[src/rtl/dac_stream_rx_pkg.sv]
// -----------------------------------------------------------------------------
// dac_stream_rx_pkg
// Stream-format constants shared by the DAC receive monitor.
//   LRCK_LEFT         : word-select level that marks the left channel slot.
//   I2S_ONE_BIT_DELAY : 1 = first bit after an LRCK change belongs to the old
//                       word (standard I2S); 0 = left-justified framing.
//   DEFAULT_BITS      : default sample width per channel.
// -----------------------------------------------------------------------------
package dac_stream_rx_pkg;

    localparam logic LRCK_LEFT         = 1'b0;
    localparam bit   I2S_ONE_BIT_DELAY = 1'b1;
    localparam int   DEFAULT_BITS      = 16;

endpackage : dac_stream_rx_pkg

[src/rtl/dac_pin_sync.sv]
// -----------------------------------------------------------------------------
// dac_pin_sync
// Brings the asynchronous DAC link pins into the clk domain.
//   clk, rst   : system clock, asynchronous active-high reset.
//   sclk_in    : raw serial bit clock pin.
//   data_in    : other raw link pins (word select, data), W bits.
//   data_o     : data_in after two flip-flops.
//   rise_o     : one-cycle pulse, registered, for each rising edge of the
//                synchronised sclk (pin edge to pulse = 3 clk).
// -----------------------------------------------------------------------------
module dac_pin_sync #(
    parameter int W = 2
) (
    input  logic         clk,
    input  logic         rst,
    input  logic         sclk_in,
    input  logic [W-1:0] data_in,
    output logic [W-1:0] data_o,
    output logic         rise_o
);

    logic         sclk_meta_q, sclk_meta_d;
    logic         sclk_sync_q, sclk_sync_d;
    logic         sclk_prev_q, sclk_prev_d;
    logic         rise_q,      rise_d;
    logic [W-1:0] data_meta_q, data_meta_d;
    logic [W-1:0] data_sync_q, data_sync_d;

    always_comb begin
        sclk_meta_d = sclk_in;
        sclk_sync_d = sclk_meta_q;
        sclk_prev_d = sclk_sync_q;
        // Edge register: compares the synced level with its previous value.
        rise_d      = sclk_sync_q & ~sclk_prev_q;
        data_meta_d = data_in;
        data_sync_d = data_meta_q;
    end

    always_ff @(posedge clk or posedge rst) begin
        if (rst) begin
            sclk_meta_q <= 1'b0;
            sclk_sync_q <= 1'b0;
            sclk_prev_q <= 1'b0;
            rise_q      <= 1'b0;
            data_meta_q <= '0;
            data_sync_q <= '0;
        end else begin
            sclk_meta_q <= sclk_meta_d;
            sclk_sync_q <= sclk_sync_d;
            sclk_prev_q <= sclk_prev_d;
            rise_q      <= rise_d;
            data_meta_q <= data_meta_d;
            data_sync_q <= data_sync_d;
        end
    end

    assign data_o = data_sync_q;
    assign rise_o = rise_q;

endmodule : dac_pin_sync

[src/rtl/dac_stream_rx.sv]
// -----------------------------------------------------------------------------
// dac_stream_rx
// Deserialises an I2S stream (sclk/lrck/sdin) into 16-bit left/right sample
// pairs with a valid/ack handshake, plus zero-frame mute detection and
// loss-of-clock detection.
//   clk, rst        : system clock (>= 4x sclk), asynchronous active-high reset.
//   sclk_in/lrck_in/sdin_in : raw stream pins (lrck 0 = left, MSB first).
//   smp_l, smp_r    : last accepted sample pair.
//   smp_valid       : pair pending, held until smp_ack.
//   smp_ack         : consumer accept.
//   mute            : MUTE_FRAMES consecutive all-zero frames seen.
//   link_up         : stream alive (drops after TIMEOUT clk without sclk rise).
//   ovr_err         : sticky, a frame was dropped while a pair was pending.
//   short_err       : sticky, a slot closed with 0 < bits < BITS.
//   err_clr         : clears both sticky flags (a same-cycle set wins).
// -----------------------------------------------------------------------------
module dac_stream_rx
    import dac_stream_rx_pkg::*;
#(
    parameter int BITS        = DEFAULT_BITS,
    parameter int MUTE_FRAMES = 256,
    parameter int TIMEOUT     = 4096
) (
    input  logic            clk,
    input  logic            rst,
    input  logic            sclk_in,
    input  logic            lrck_in,
    input  logic            sdin_in,
    output logic [BITS-1:0] smp_l,
    output logic [BITS-1:0] smp_r,
    output logic            smp_valid,
    input  logic            smp_ack,
    output logic            mute,
    output logic            link_up,
    output logic            ovr_err,
    output logic            short_err,
    input  logic            err_clr
);

    localparam int CNT_W = $clog2(BITS + 1);
    localparam int ZC_W  = $clog2(MUTE_FRAMES + 1);
    localparam int IDL_W = $clog2(TIMEOUT + 1);

    localparam logic [CNT_W-1:0] BITS_C    = CNT_W'(BITS);
    localparam logic [CNT_W-1:0] BITS_M1_C = CNT_W'(BITS - 1);
    localparam logic [CNT_W-1:0] CNT_ONE   = CNT_W'(1);
    localparam logic [ZC_W-1:0]  MUTE_C    = ZC_W'(MUTE_FRAMES);
    localparam logic [ZC_W-1:0]  ZC_ONE    = ZC_W'(1);
    localparam logic [IDL_W-1:0] TO_M1_C   = IDL_W'(TIMEOUT - 1);
    localparam logic [IDL_W-1:0] TO_C      = IDL_W'(TIMEOUT);
    localparam logic [IDL_W-1:0] IDL_ONE   = IDL_W'(1);

    logic [1:0] pins_s;
    logic       lrck_s;
    logic       sdin_s;
    logic       sclk_rise;

    dac_pin_sync #(.W(2)) u_pin_sync (
        .clk     (clk),
        .rst     (rst),
        .sclk_in (sclk_in),
        .data_in ({lrck_in, sdin_in}),
        .data_o  (pins_s),
        .rise_o  (sclk_rise)
    );

    assign lrck_s = pins_s[1];
    assign sdin_s = pins_s[0];

    logic             lrck_prev_q, lrck_prev_d;
    logic [CNT_W-1:0] bitcnt_q,    bitcnt_d;
    logic [BITS-1:0]  sh_q,        sh_d;
    logic [BITS-1:0]  hold_l_q,    hold_l_d;
    logic             got_l_q,     got_l_d;
    logic [BITS-1:0]  smp_l_q,     smp_l_d;
    logic [BITS-1:0]  smp_r_q,     smp_r_d;
    logic             smp_valid_q, smp_valid_d;
    logic [ZC_W-1:0]  zcnt_q,      zcnt_d;
    logic             mute_q,      mute_d;
    logic [IDL_W-1:0] idle_q,      idle_d;
    logic             link_up_q,   link_up_d;
    logic             ovr_err_q,   ovr_err_d;
    logic             short_err_q, short_err_d;

    // The word as it stands once the current bit is shifted in.
    logic [BITS-1:0] word;
    assign word = {sh_q[BITS-2:0], sdin_s};

    logic frame_done;
    logic short_set;
    logic ovr_set;

    always_comb begin
        lrck_prev_d = lrck_prev_q;
        bitcnt_d    = bitcnt_q;
        sh_d        = sh_q;
        hold_l_d    = hold_l_q;
        got_l_d     = got_l_q;
        smp_l_d     = smp_l_q;
        smp_r_d     = smp_r_q;
        smp_valid_d = smp_valid_q;
        zcnt_d      = zcnt_q;
        mute_d      = mute_q;
        idle_d      = idle_q;
        link_up_d   = link_up_q;
        frame_done  = 1'b0;
        short_set   = 1'b0;
        ovr_set     = 1'b0;

        if (sclk_rise) begin
            idle_d = '0;
        end else if (idle_q != TO_C) begin
            idle_d = idle_q + IDL_ONE;
        end

        if (sclk_rise) begin
            lrck_prev_d = lrck_s;
            if (lrck_s != lrck_prev_q) begin
                // Close the previous slot before starting the new one.
                if (bitcnt_q == BITS_C) begin
                    if (lrck_prev_q == LRCK_LEFT) begin
                        hold_l_d = sh_q;
                        got_l_d  = 1'b1;
                    end
                end else if (bitcnt_q != '0) begin
                    short_set = 1'b1;
                    if (lrck_prev_q == LRCK_LEFT) begin
                        got_l_d = 1'b0;
                    end
                end
                if (I2S_ONE_BIT_DELAY) begin
                    bitcnt_d = '0;
                end else begin
                    sh_d     = word;
                    bitcnt_d = CNT_ONE;
                end
            end else if (bitcnt_q < BITS_C) begin
                sh_d     = word;
                bitcnt_d = bitcnt_q + CNT_ONE;
                if ((lrck_s != LRCK_LEFT) && (bitcnt_q == BITS_M1_C) && got_l_q) begin
                    frame_done = 1'b1;
                end
            end
        end

        if (smp_valid_q && smp_ack) begin
            smp_valid_d = 1'b0;
        end

        if (frame_done) begin
            link_up_d = 1'b1;
            if (!smp_valid_q || smp_ack) begin
                smp_l_d     = hold_l_q;
                smp_r_d     = word;
                smp_valid_d = 1'b1;
                got_l_d     = 1'b0;
            end else begin
                ovr_set = 1'b1;
            end
            // Mute tracks every completed frame, dropped or not.
            if ((hold_l_q == '0) && (word == '0)) begin
                if (zcnt_q != MUTE_C) begin
                    zcnt_d = zcnt_q + ZC_ONE;
                end
            end else begin
                zcnt_d = '0;
            end
            mute_d = (zcnt_d == MUTE_C);
        end

        // Loss of clock: fires once, in the cycle idle reaches TIMEOUT.
        if (!sclk_rise && (idle_q == TO_M1_C)) begin
            link_up_d = 1'b0;
            bitcnt_d  = '0;
            got_l_d   = 1'b0;
            sh_d      = '0;
        end

        ovr_err_d   = err_clr ? 1'b0 : ovr_err_q;
        short_err_d = err_clr ? 1'b0 : short_err_q;
        if (ovr_set) begin
            ovr_err_d = 1'b1;
        end
        if (short_set) begin
            short_err_d = 1'b1;
        end
    end

    always_ff @(posedge clk or posedge rst) begin
        if (rst) begin
            lrck_prev_q <= 1'b0;
            bitcnt_q    <= '0;
            sh_q        <= '0;
            hold_l_q    <= '0;
            got_l_q     <= 1'b0;
            smp_l_q     <= '0;
            smp_r_q     <= '0;
            smp_valid_q <= 1'b0;
            zcnt_q      <= '0;
            mute_q      <= 1'b0;
            idle_q      <= '0;
            link_up_q   <= 1'b0;
            ovr_err_q   <= 1'b0;
            short_err_q <= 1'b0;
        end else begin
            lrck_prev_q <= lrck_prev_d;
            bitcnt_q    <= bitcnt_d;
            sh_q        <= sh_d;
            hold_l_q    <= hold_l_d;
            got_l_q     <= got_l_d;
            smp_l_q     <= smp_l_d;
            smp_r_q     <= smp_r_d;
            smp_valid_q <= smp_valid_d;
            zcnt_q      <= zcnt_d;
            mute_q      <= mute_d;
            idle_q      <= idle_d;
            link_up_q   <= link_up_d;
            ovr_err_q   <= ovr_err_d;
            short_err_q <= short_err_d;
        end
    end

    assign smp_l     = smp_l_q;
    assign smp_r     = smp_r_q;
    assign smp_valid = smp_valid_q;
    assign mute      = mute_q;
    assign link_up   = link_up_q;
    assign ovr_err   = ovr_err_q;
    assign short_err = short_err_q;

endmodule : dac_stream_rx

[config.mk]
export PLATFORM = sky130hd
export DESIGN_NAME = dac_stream_rx
export DESIGN_NICKNAME = d
export VERILOG_FILES = /design/src/rtl/dac_stream_rx_pkg.sv /design/src/rtl/dac_pin_sync.sv /design/src/rtl/dac_stream_rx.sv
export SDC_FILE = /design/constraint.sdc
export NUM_CORES = 1
export LEC_CHECK = 0
export CAP_MARGIN = 20
export CORE_ASPECT_RATIO = 2
export CORE_UTILIZATION = 32
export DETAILED_ROUTE_END_ITERATION = 10
export SYNTH_ARGS = -nofsm -noshare
export SYNTH_HDL_FRONTEND = slang
export SYNTH_SLANG_ARGS = --single-unit
[constraint.sdc]
create_clock -name clk -period 3.5 [get_ports clk]
set_input_delay 0.7 -clock clk [delete_from_list [all_inputs] [get_ports clk]]
set_output_delay 0.7 -clock clk [all_outputs]
set_load 0.005 [all_outputs]
* Yosys cells after proc, flatten, opt, wreduce, memory -nomap -nowiden
Cells that the tools add are included.
** Word-level totals
- Flip-flop bits (word level) :: 106
- Bits of input ports :: 7
** Cells by class
- $lt $le $gt $ge :: 1
- $add $sub $neg :: 3
- Bitwise gates (word level) :: 3
- Equality and inequality tests :: 8
- Reduce and logical (&&, ||, !) cells :: 22
- Muxes and demuxes :: 40
** Operators by type and width (count)
- $mux W16 :: 4
- $logic_not A16 Y1 :: 2
- $mux W1 :: 27
- $mux W9 :: 3
- $mux W13 :: 2
- $mux W5 :: 4
- $add A13 B1 Y13 const B :: 1
- $eq A13 B12 Y1 const B :: 1
- $ne A13 B13 Y1 const B :: 1
- $reduce_bool A2 Y1 :: 6
- $add A9 B1 Y9 const B :: 1
- $eq A9 B9 Y1 const B :: 1
- $ne A9 B9 Y1 const B :: 1
- $add A5 B1 Y5 const B :: 1
- $eq A5 B4 Y1 const B :: 1
- $eq A5 B5 Y1 const B :: 1
- $logic_and A1 B1 Y1 :: 5
- $lt A5 B5 Y1 const B :: 1
- $reduce_bool A5 Y1 :: 1
- $reduce_and A2 Y1 :: 2
- $reduce_and A4 Y1 :: 1
- $reduce_and A3 Y1 :: 1
- $reduce_bool A3 Y1 :: 1
- $logic_not A1 Y1 :: 2
- other kinds (5) :: 6

* Logic depth before layout (Yosys ltp)
Gate-level depths: netlist of run 1.
- Depth after elaboration :: 9
- Gate-level depth with buffers :: 9
- Depth with buffers taken out :: 7

* Cells and area by module
From an unflattened synthesis of run 1, not the netlist that was laid out.
** Second synthesis, totals
- Cells, all modules :: 388
- Area, all modules :: 4817.1 µm²
** By module, submodules not included
- dac_stream_rx :: area each 4599.4 µm², times used 1, cells an instance 378
- dac_pin_sync :: area each 217.7 µm², times used 1, cells an instance 10

* Worst setup path before layout of run 1
Ideal clock, no wire load.
- Path type :: reg2reg
- Start :: reg zcnt_q[4]
- End :: reg mute_q, in the netlist mute
- Required time :: 3.433 ns
- Cell stages (with the launch flop) :: 6
- Arrival time :: 2.156 ns
- Path slack :: 1.277 ns
- Library setup time :: 0.067 ns
- Cells stage by stage :: dfrtp_1 -> or4b_4 -> or4_4 -> o41a_1 -> a211oi_1 -> a32o_1
** Between the ends
- Cells in the longest elaborated chain, start to end :: 5
- Elaborated cells on any way between the ends :: 6
** Ends and longest elaborated chain
- from (decl) :: RTL line dac_stream_rx.sv:78 : logic [ZC_W-1:0] zcnt_q, zcnt_d;
- from (signal assigned) :: RTL line dac_stream_rx.sv:214 : zcnt_q <= zcnt_d;
- $add A9 B1 Y9 / $ne A9 B9 Y1 (equally long branches) :: RTL line dac_stream_rx.sv:163, dac_stream_rx.sv:162
- $mux W9 * :: RTL line dac_stream_rx.sv:162 : if (zcnt_q != MUTE_C) begin
- $mux W9 * :: RTL line dac_stream_rx.sv:161 : if ((hold_l_q == '0) && (word == '0)) begin
- $mux W9 * :: RTL line dac_stream_rx.sv:150 : if (frame_done) begin
- $eq A9 B9 Y1 * :: RTL line dac_stream_rx.sv:168 : mute_d = (zcnt_d == MUTE_C);
- to (signal assigned) :: RTL line dac_stream_rx.sv:215 : mute_q <= mute_d;
- to (decl) :: RTL line dac_stream_rx.sv:79 : logic mute_q, mute_d;
Every way passes the cells marked *; elsewhere a longest branch is shown, timed or not. The select of a mux whose other input is x is not followed.
A chain may end at the register's enable or synchronous reset.

* Final worst setup path of run 1
Ends and elaborated chain as after synthesis.

==> key figures, run 1 <==
Detailed routing
  – Routed len/inst: 14.9 um
  – DR vias/cell: 4.97
  – Via count: 3144
  – Drc violations: 0
  – WL final: 9.45 mm
  – Final antenna-violating net count: 0
  – Starting DRT DRC Count: 172
  – DRT Pass-1 Iters: 4

Synth
  – Seq/Total Area, Yosys: 57.9%
  – Yosys warnings: 0
  – Mapped Area: 0.00458 sq mm
  – Asr flop ratio synth: 100%
  – Post-synthesis area per instance: 11.5 sq um
  – #FFs+latches synth: 106
  – Post-synthesis cell type count: 41
  – Post-synthesis cell count: 399
  – Ys flop type: dfrtp_1
  – Mapped Nets: 413
  – Number of synthesized flops with an enable pin: 0

Critical path
  – Reg2reg path depth: 5
  – Worst path cell trace: or4b_4, or4_4, o41a_1, a211oi_1, a32o_1
  – Buf+Inv Stages, Crit Path: 0
  – Critical path depth: 5
  – CP Capture Type: register
  – Top delay family on crit path: simple AND/OR/NAND/NOR gates
  – Setup CP Type: register to register
  – Worst setup SP type: register
  – Crit path DAT: 2780 ps
  – Critical Path Slowest Stage Cell: or4b_4
  – Max stage delay on crit path: 570 ps
  – WP data required: 3790 ps
  – Max FO, Critical Path: 8

Clock tree
  – Total clock sinks: 106
  – Clock Tree Buf Depth: 2
  – CTS tree: built
  – Root buffer cell: clkbuf_16
  – CTS Hold Bufs: 0
  – Clock latency at the later pin of the worst-skew pair: 350 ps
  – PostCTS Resize Cnt: 0
  – Post-CTS Setup Bufs: 0
  – Number of buffers created by CTS: 9
  – Clock-pin slew on the worst setup and hold paths: 80 ps
  – H-tree depth: 3

GRT
  – Initial antenna violation count: 0
  – Met1 Use GR: 16.6%
  – Vias in the first global route: 3218
  – First-pass GRT wire length: 16.1 mm
  – Largest net degree at the start of global routing: 61
  – GRT busiest layer: met2
  – Grt met2 use: 24.2%
  – GR Util All Layers: 13.9%
  – M3 GR Usage: 2.54%
  – Grt total ovfl: 0

Final layout
  – Layout cells sized above 1: 16.7%
  – Layout Nets: 453
  – Layout area overhead: 21.5%
  – Diodes inserted: 0

Floorplanning
  – Die H: 171 um
  – Die width: 86.6 um
  – I/O pin count: 44
  – DIE AREA: 0.0148 sq mm
  – Core area: 0.0140 sq mm
  – Initial cell density of the core: 32.8%
  – Num rows: 61

Place
  – Port Buf Inserts: 43
  – Pre-CTS WS: 1020 ps
  – Placer Congestion: 0.801
  – Dpl hpwl: 6.49 mm

Timing
  – Final setup violation count: 0
  – Final worst slack: 1010 ps
  – TNS Setup: 0 ps
  – Final Cycle Share: 71.2%
  – Final clock skew: 11.4 ps
  – Fin crit period: 2490 ps
  – Final slew viol count: 0
  – Worst slew pin tran: 845 ps
  – Slew headroom: 43.7%
  – Fin. Hold Viols: 0
  – RSZ-0062 raised after global routing: false
  – Fmax: 402 MHz

Power
  – Combinational share of power: 8.7%
  – Leakage power: 0.00250 uW
  – P_int: 2040 uW
  – Sw Share: 26.1%
  – Max VDD drop: 0.000314 V
  – Flop pwr share: 50.7%
  – Pwr dens: 497 mW/mm^2
  – Psw: 722 uW
  – Total power: 2760 uW
  – Clock power share: 40.6%

Min path
  – Hold crit path type: register to register
  – Worst hold stages: 0

Outcome
  – Status: finished clean

Flow run
  – Max Cap Violations: 0
## layout make-up
cell class	count	area (sq um)
fill	1317	8400
inverter	14	55.1
sequential	106	2650
clock buffer	9	225
tap	189	236
multi-input combinational	260	1810
clock inverter	7	109
timing repair buffer	48	480
## cells in the final DEF, fill, tap and decap left out, types with 3 or more instances in the layout
cell,n
o22ai_1,3
nor2b_1,3
nor3_1,5
dfrtp_1,106
a21o_1,3
nand4_1,6
o2bb2ai_1,4
nand2_1,32
xnor2_1,5
buf_4,4
a21oi_1,24
nor2_1,19
xor2_1,9
clkbuf_16,9
nand3_1,26
o21bai_1,3
nor3b_1,3
o21ai_0,13
or3_1,5
and3_1,7
clkdlybuf4s50_1,43
inv_1,13
ha_1,7
nand2b_1,4
nor4_1,12
mux2_2,48
## worst register-to-register path, stage by stage, from the launching register on
cell	delay, ps
dfrtp_1	450
or4b_4	570
or4_4	510
o41a_1	330
a211oi_1	350
a32o_1	210
## power by group through the flow
stage,combinational [uW],sequential (uW),clock [uW]
4_1_cts,245,1400,1150
3_3_place_gp,236,1420,0
5_1_grt,278,1420,1190
3_5_place_dp,244,1430,0
6_report,241,1400,1120
2_1_floorplan,182,1390,0
## cells by family (layout without fill, tap and decap cells)
logic type                 after synthesis  count (layout)  synth area share (%)
AOI/OAI and AO/OA                       60              60                  8.11
xor gates and xnor gates                14              14                  2.67
adders and majority gates                7               7                  1.91
buffers and inverters                   33              78                  2.81
DFF                                    106             106                  57.9
muxes                                   49              49                  12.0
and+or+nand+nor                        130             130                  14.6
## flip-flops by register name (all words and copies together) (netlist names), 2 cells and up
register                count
idle_q                     13
smp_l                      16
sh_q                       16
u_pin_sync.data_o           2
u_pin_sync.data_meta_q      2
smp_r                      16
hold_l_q                   16
bitcnt_q                    5
zcnt_q                      9
## final timing paths
path | startpoint | endpoint | slack [ps]
worst max-delay path | zcnt_q[4] | mute | 1010
worst min-delay path | u_pin_sync.data_meta_q[1] | u_pin_sync.data_o[1] | 350
worst max register to register | zcnt_q[4] | mute | 1010
worst min register to register | u_pin_sync.data_meta_q[1] | u_pin_sync.data_o[1] | 350
max in group asynchronous | rst | u_pin_sync.sclk_meta_q | 2010
min in group asynchronous | rst | smp_l[12] | 780
## synthesized netlist by cell type, types with 2 or more instances
library cell,count,share of area [%]
a21o_1,3,0.49
a21oi_1,24,2.6
a32o_1,2,0.44
and3_1,7,0.96
and4_1,2,0.38
buf_2,4,0.44
clkbuf_1,14,1.1
dfrtp_1,106,58
ha_1,7,1.9
inv_1,14,1.1
mux2_2,48,12
nand2_1,32,2.6
nand2b_1,4,0.55
nand3_1,26,2.8
nand4_1,6,0.82
nor2_1,19,1.6
nor2b_1,3,0.41
nor3_1,5,0.55
nor3b_1,3,0.49
nor4_1,13,1.8
o21ai_0,13,1.4
o21bai_1,3,0.49
o22ai_1,3,0.41
o2bb2ai_1,4,0.76
o31ai_1,2,0.33
or3_1,5,0.68
xnor2_1,5,0.96
xor2_1,9,1.7
## routing by layer
layer | share of wire, % | up-vias
met5 | 0 | -
met4 | 1.7 | 0
met3 | 3.1 | 10
met2 | 53 | 47
met1 | 42 | 1577
li1 | - | 1510
## metrics by stage
step | util (%) | cell area [sq um] | std cells | hold slack, ps
detailed placement | 37.5 | 5230 | 617 | 335
global route | 39.9 | 5570 | 633 | 362
global placement | 37.5 | 5230 | 617 | 333
CTS | 39.9 | 5570 | 633 | 348
floorplan | - | 4580 | 399 | 331
finish | 39.9 | 5570 | 633 | 345
(Power assumes the default switching activity.)
==> run 2: changes to the inputs <==
- clock period: 3.5 -> 2.1 ns (I/O delays scaled with it)
==> run 2 against run 1 <==
The flow now finishes with violations (negative setup slack); fmax increased by 17%; register-to-register slack worse by 1000 ps; sequential share of layout area decreased by 2.4 points; critical path depth is the same; global-route usage rose by 1.3 points; worst hold slack gained 6.6 ps; final area up 5.3%; clock power grew 63%; sequential power increased by 64%; combinational power is 130% higher; sequential cell count unchanged; wire length is 11% higher; critical endpoint unchanged; largest power group unchanged.
==> key figures, run 2 (same netlist as run 1, synthesis figures left out) <==
Critical path
  – WP data required: 2390 ps (-1400 ps)
  – Max FO, Critical Path: 3 (-5)
  – FF-to-FF Start: zcnt_q[3]
  – R2R Setup Slk: -20 ps (-1030 ps)
  – Crit path launch: zcnt_q[3]
  – Setup CP Type: register to register
  – Worst setup SP type: register
  – Crit path DAT: 2410 ps (-370 ps)
  – RR Endpoint: mute
  – Critical Path Slowest Stage Cell: or4b_4
  – Reg2reg path depth: 5 (unchanged)
  – Worst path cell trace: or4b_4, or4_4, o41a_1, a211oi_2, a32o_1
  – CP Capture Type: register
  – Critical path destination: mute
  – Max stage delay on crit path: 540 ps (-30 ps)

Power
  – Leakage power: 0.00266 uW (+6.5%)
  – Total power: 4670 uW (+69%)
  – Flop pwr share: 49.3% (-1.4 points)
  – Combinational share of power: 11.6% (+2.9 points)
  – Sw Share: 25.0% (-1.1 points)
  – Max VDD drop: 0.000354 V (+13%)
  – Pwr dens: 797 mW/mm^2 (+60%)
  – P_int: 3510 uW (+72%)
  – Clock power share: 39.1% (-1.5 points)
  – Psw: 1170 uW (+62%)

Place
  – Placer Congestion: 0.860 (+7.3%)
  – Port Buf Inserts: 43 (unchanged)
  – Placed cells: 646 (+4.7%)
  – Dpl hpwl: 7.46 mm (+15%)

Detailed routing
  – Via count: 3313 (+5.4%)
  – Starting DRT DRC Count: 217 (+26%)
  – Final antenna-violating net count: 0 (unchanged)
  – WL final: 10.5 mm (+11%)
  – DR vias/cell: 4.99 (+0.46%)
  – Routed len/inst: 15.9 um (+6.3%)
  – Drc violations: 0 (unchanged)
  – DRT Pass-1 Iters: 4 (unchanged)

GRT
  – Grt total ovfl: 0 (unchanged)
  – GR Util All Layers: 15.3% (+1.3 points)
  – Grt met2 use: 28.5% (+4.3 points)
  – Initial antenna violation count: 0 (unchanged)
  – GRT busiest layer: met2
  – First-pass GRT wire length: 17.3 mm (+7.1%)
  – Vias in the first global route: 3498 (+8.7%)
  – Largest net degree at the start of global routing: 45 (-26%)
  – M3 GR Usage: 3.36% (+0.82 points)
  – Met1 Use GR: 16.0% (-0.62 points)

Clock tree
  – Clock Tree Buf Depth: 2 (unchanged)
  – CTS Hold Bufs: 0 (unchanged)
  – CTS tree: built
  – Number of buffers created by CTS: 9 (unchanged)
  – Total clock sinks: 106 (unchanged)
  – H-tree depth: 3 (unchanged)
  – Clock-pin slew on the worst setup and hold paths: 70 ps (about the same)
  – Clock latency at the later pin of the worst-skew pair: 350 ps (about the same)
  – Root buffer cell: clkbuf_16
  – Post-CTS Setup Bufs: 0 (unchanged)

Timing
  – RSZ-0062 raised after global routing: true
  – Final Cycle Share: 101% (+30 points)
  – Fin crit period: 2120 ps (-368 ps)
  – TNS Setup: -22.2 ps (-22.2 ps)
  – Final clock skew: 8.11 ps (-3.29 ps)
  – Worst slew pin tran: 461 ps (-384 ps)
  – Final slew viol count: 0 (unchanged)
  – Final worst slack: -22.2 ps (-1030 ps)
  – Fin. Hold Viols: 0 (unchanged)
  – Fmax: 471 MHz (+17%)
  – Final setup violation count: 1 (+1)
  – Fin Hold WS: 352 ps (+6.61 ps)
  – Slew headroom: 69.2% (+26 points)

Floorplanning
  – Num rows: 61 (unchanged)
  – Core area: 0.0140 sq mm (unchanged)
  – Initial cell density of the core: 32.8% (unchanged)
  – Die H: 171 um (unchanged)
  – Die width: 86.6 um (unchanged)
  – DIE AREA: 0.0148 sq mm (unchanged)
  – I/O pin count: 44 (unchanged)

Final layout
  – Layout cells sized above 1: 22.5% (+5.9 points)
  – Commonest non-fill, non-tap cells in the layout: dfrtp_1 (106), mux2_2 (48), clkdlybuf4s50_1 (43)
  – Most common cell after layout, fill and taps aside: dfrtp_1
  – Fill cell count: 1334 (+1.3%)
  – Diodes inserted: 0 (unchanged)
  – Layout area overhead: 27.9%
  – Final Non-Filler Cells: 664 (+4.9%)
  – Layout Nets: 484 (+6.8%)
  – Final Util: 42.0% (+2.1 points)

Outcome
  – Failing checks: negative setup slack
  – Status: finished, violations left

Flow run
  – Max Cap Violations: 0 (unchanged)

Min path
  – Hold crit path type: register to register
==> run 2: cell types whose count changed in the layout (fill, tap and decap cells not counted), sizes merged <==
cell and change:
clkinvlp +1, inv -2, buf +30, clkbuf +3
clkinv -1
==> run 2: worst max-delay path, delay by kind of cell (launching register included) <==
family	cells	cell delay, ps
AOI/OAI and AO/OA	3	690
and+or+nand+nor	2	980
DFF	1	390
==> run 2: per-stage QoR <==
| step | setup WS, ps | instance area [sq um] |
|---|---|---|
| 4_1_cts | -26.4 | 5820 |
| 5_1_grt | -101 | 5860 |
| 2_1_floorplan | -76.4 | 4610 |
| 6_report | -22.2 | 5860 |
| 3_3_place_gp | -4.84 | 5490 |
| 3_5_place_dp | -28.0 | 5490 |
==> run 2: repair_timing <==
item / 4_1_cts / 5_1_grt
endpoints found under the setup margin: 1 / 35
pin swaps: 1 / 1
resized for setup: 1 / 5
gates cloned: 0 / 2
==> run 2: per-layer routing <==
| metal | up-vias | share of wire (%) |
|---|---|---|
| li1 | 1570 | - |
| met5 | - | 0 |
| met3 | 13 | 2.6 |
| met2 | 46 | 57 |
| met4 | 0 | 2.1 |
| met1 | 1684 | 38 |
==> run 2: power by group through the flow <==
stage	registers, uW	clock network [uW]	logic, uW
floorplan	2310	0	304
global placement	2340	0	535
detailed placement	2340	0	550
CTS	2300	1870	552
global route	2330	1940	609
finish	2300	1830	544
==> run 2: final cells by class <==
type                            count  area (sq um)  area share (%)
Sequential cell                   106          2650            45.2
Clock inverter                      5          82.6            1.41
Inverter                           14          56.3           0.960
Tap cell                          189           236            4.03
Clock buffer                       11           243            4.14
Timing Repair Buffer               79           772            13.2
Multi-Input combinational cell    260          1820            31.1
==> run 2: how the worst min path moves through the flow <==
| stage | from | end | cells after the start |
|---|---|---|---|
| final | u_pin_sync.sclk_meta_q | u_pin_sync.sclk_prev_d | 0 |
| after global routing | u_pin_sync.data_meta_q[1] | u_pin_sync.data_o[1] | 0 |
| after CTS | u_pin_sync.sclk_meta_q | u_pin_sync.sclk_prev_d | 0 |
| after detailed placement | u_pin_sync.sclk_meta_q | u_pin_sync.sclk_prev_d | 0 |
| after global placement | u_pin_sync.data_meta_q[0] | u_pin_sync.data_o[0] | 0 |
| after floorplan | u_pin_sync.data_meta_q[0] | u_pin_sync.data_o[0] | 0 |
==> run 3: changes to the inputs <==
- RECOVER_POWER: unset -> 100
- TNS_END_PERCENT: unset -> 10
==> run 3 against run 2 <==
The flow now finishes without violations; critical path depth is the same; register-to-register slack better by 40 ps; power shrank 3.8%; count of clock-buffer cells in the layout is 2 lower; core utilization down 0.97 points; critical path type unchanged.
==> key figures, run 3 (same netlist as run 1, synthesis figures left out) <==
Detailed routing
  – Via count: 3267 (-1.4%)
  – WL final: 9.98 mm (-5.2%)
  – DRT Pass-1 Iters: 6 (+2)
  – Final antenna-violating net count: 0 (unchanged)
  – Routed len/inst: 15.2 um (-4.2%)
  – DR vias/cell: 4.97 (-0.34%)
  – Starting DRT DRC Count: 225 (+3.7%)
  – Drc violations: 0 (unchanged)

Min path
  – Hold crit path type: register to register
  – Hold path startpoint: u_pin_sync.sclk_meta_q

Power
  – Psw: 1180 uW (+0.95%)
  – Pwr dens: 784 mW/mm^2 (-1.6%)
  – Flop pwr share: 51.5% (+2.2 points)
  – Combinational share of power: 11.1% (-0.5 points)
  – Leakage power: 0.00273 uW (+2.6%)
  – Total power: 4490 uW (-3.8%)
  – Max VDD drop: 0.000430 V (+21%)
  – P_int: 3320 uW (-5.4%)
  – Clock power share: 37.4% (-1.7 points)
  – Sw Share: 26.2% (+1.2 points)

Timing
  – Worst slew pin tran: 1360 ps (+903 ps)
  – Final worst slack: 16.8 ps (+38.9 ps)
  – Final clock skew: 11.5 ps (+3.42 ps)
  – Final setup violation count: 0 (-1)
  – Final slew viol count: 0 (unchanged)
  – Slew headroom: 9.09% (-60 points)
  – Fmax: 480 MHz (+1.9%)
  – RSZ-0062 raised after global routing: true
  – Fin. Hold Viols: 0 (unchanged)
  – Final Cycle Share: 99.2% (-1.9 points)
  – Fin crit period: 2080 ps (-38.9 ps)
  – TNS Setup: 0 ps (+22.2 ps)

Place
  – Port Buf Inserts: 43 (unchanged)
  – Placer Congestion: 0.763 (-11%)
  – Pre-CTS WS: -84.9 ps (-57.0 ps)
  – Placed Instance Area: 0.00545 sq mm (-0.78%)
  – Dpl hpwl: 7.00 mm (-6.1%)

Floorplanning
  – Initial cell density of the core: 32.8% (unchanged)
  – DIE AREA: 0.0148 sq mm (unchanged)
  – Core area: 0.0140 sq mm (unchanged)
  – I/O pin count: 44 (unchanged)
  – Die width: 86.6 um (unchanged)
  – Die H: 171 um (unchanged)
  – Num rows: 61 (unchanged)

Clock tree
  – Clock Tree Buf Depth: 2 (unchanged)
  – Clock-pin slew on the worst setup and hold paths: 70 ps (about the same)
  – CTS tree: built
  – Clock latency at the later pin of the worst-skew pair: 340 ps (about the same)
  – Post-CTS Setup Bufs: 0 (unchanged)
  – Number of buffers created by CTS: 9 (unchanged)
  – Root buffer cell: clkbuf_16
  – H-tree depth: 3 (unchanged)
  – Total clock sinks: 106 (unchanged)

Critical path
  – Setup CP Type: register to register
  – WP data required: 2380 ps (about the same)
  – Crit path DAT: 2370 ps (-40 ps)
  – Worst setup SP type: register
  – Reg2reg path depth: 5 (unchanged)
  – FF-to-FF Start: zcnt_q[3]
  – Critical path destination: mute
  – R2R Setup Slk: 20 ps (+40 ps)
  – RR Endpoint: mute
  – Max FO, Critical Path: 3 (unchanged)
  – CP Capture Type: register
  – Crit path launch: zcnt_q[3]

Flow run
  – Max Cap Violations: 0 (unchanged)

Final layout
  – Layout area overhead: 25.0%
  – Layout Nets: 478 (-1.2%)
  – Diodes inserted: 0 (unchanged)
  – Most common cell after layout, fill and taps aside: dfrtp_1
  – Fill cell count: 1349 (+1.1%)
  – Cell area after layout: 0.00573 sq mm (-2.3%)
  – Commonest non-fill, non-tap cells in the layout: dfrtp_1 (106), mux2_2 (48), dlygate4sd3_1 (40)
  – Final Util: 41.0% (-0.97 points)
  – Layout cells sized above 1: 20.9% (-1.6 points)

Outcome
  – Status: finished clean

GRT
  – Largest net degree at the start of global routing: 107 (+140%)
  – Vias in the first global route: 3186 (-8.9%)
  – First-pass GRT wire length: 16.5 mm (-4.1%)
  – Initial antenna violation count: 0 (unchanged)
  – GR Util All Layers: 14.6% (-0.64 points)
  – Grt total ovfl: 0 (unchanged)
-- run 3: cell count changes in the layout (fill, tap and decap cells not counted), sizes merged --
cell           delta
dlygate4sd3      +40
inv               -1
clkdlybuf4s50    -40
clkinv            +3
buf               -8
bufinv            -1
-- run 3: worst min path at each step --
stage          cells past startpoint  slack [ps]                endpoint
4_1_cts                            0         350  u_pin_sync.sclk_prev_d
3_5_place_dp                       0         340  u_pin_sync.sclk_prev_d
6_report                           0         350  u_pin_sync.sclk_prev_d
5_1_grt                            0         360    u_pin_sync.data_o[0]
3_3_place_gp                       0         330    u_pin_sync.data_o[0]
2_1_floorplan                      0         330    u_pin_sync.data_o[0]
-- run 3: final cells by class --
class / count / area [sq um] / area share, %
tap: 189 / 236 / 4.13
timing repair buffer: 73 / 667 / 11.6
clock inverter: 6 / 66.3 / 1.16
inverter: 14 / 56.3 / 0.983
clock buffer: 9 / 225 / 3.93
sequential: 106 / 2650 / 46.3
multi-input combinational: 260 / 1830 / 31.9
-- run 3: critical path, cell delays in order, from the launching register on --
cell	delay (ps)
dfrtp_1	380
or4b_4	540
or4_4	430
o41a_1	340
a211oi_2	180
a32o_1	170
-- run 3: per-layer routing --
metal  vias to the layer above  track usage [%]  wire (um)
met1                      1651             17.8       4030
met5                         -                0          0
li1                       1548                -          -
met2                        61             25.3       5520
met3                         7             2.74        295
met4                         0             5.72        138
-- run 3: metrics by stage --
step | hold slack [ps] | cells
6_report | 348 | 657
4_1_cts | 352 | 657
5_1_grt | 364 | 657
2_1_floorplan | 331 | 399
3_5_place_dp | 336 | 642
3_3_place_gp | 334 | 642
-- run 3: what timing repair did --
action | 4_1_cts | 5_1_grt
gates resized for setup | 2 | 3
pin swaps | 5 | 1
hold buffers | 0 | 0
endpoints found under the setup margin | 2 | 36
-- run 3: power by group through the flow --
stage | Clock, uW | Sequential, uW | Combinational, uW
final | 1680 | 2320 | 497
after global routing | 1800 | 2340 | 556
after CTS | 1710 | 2320 | 520
after detailed placement | 0 | 2360 | 520
after global placement | 0 | 2350 | 494
after floorplan | 0 | 2310 | 304
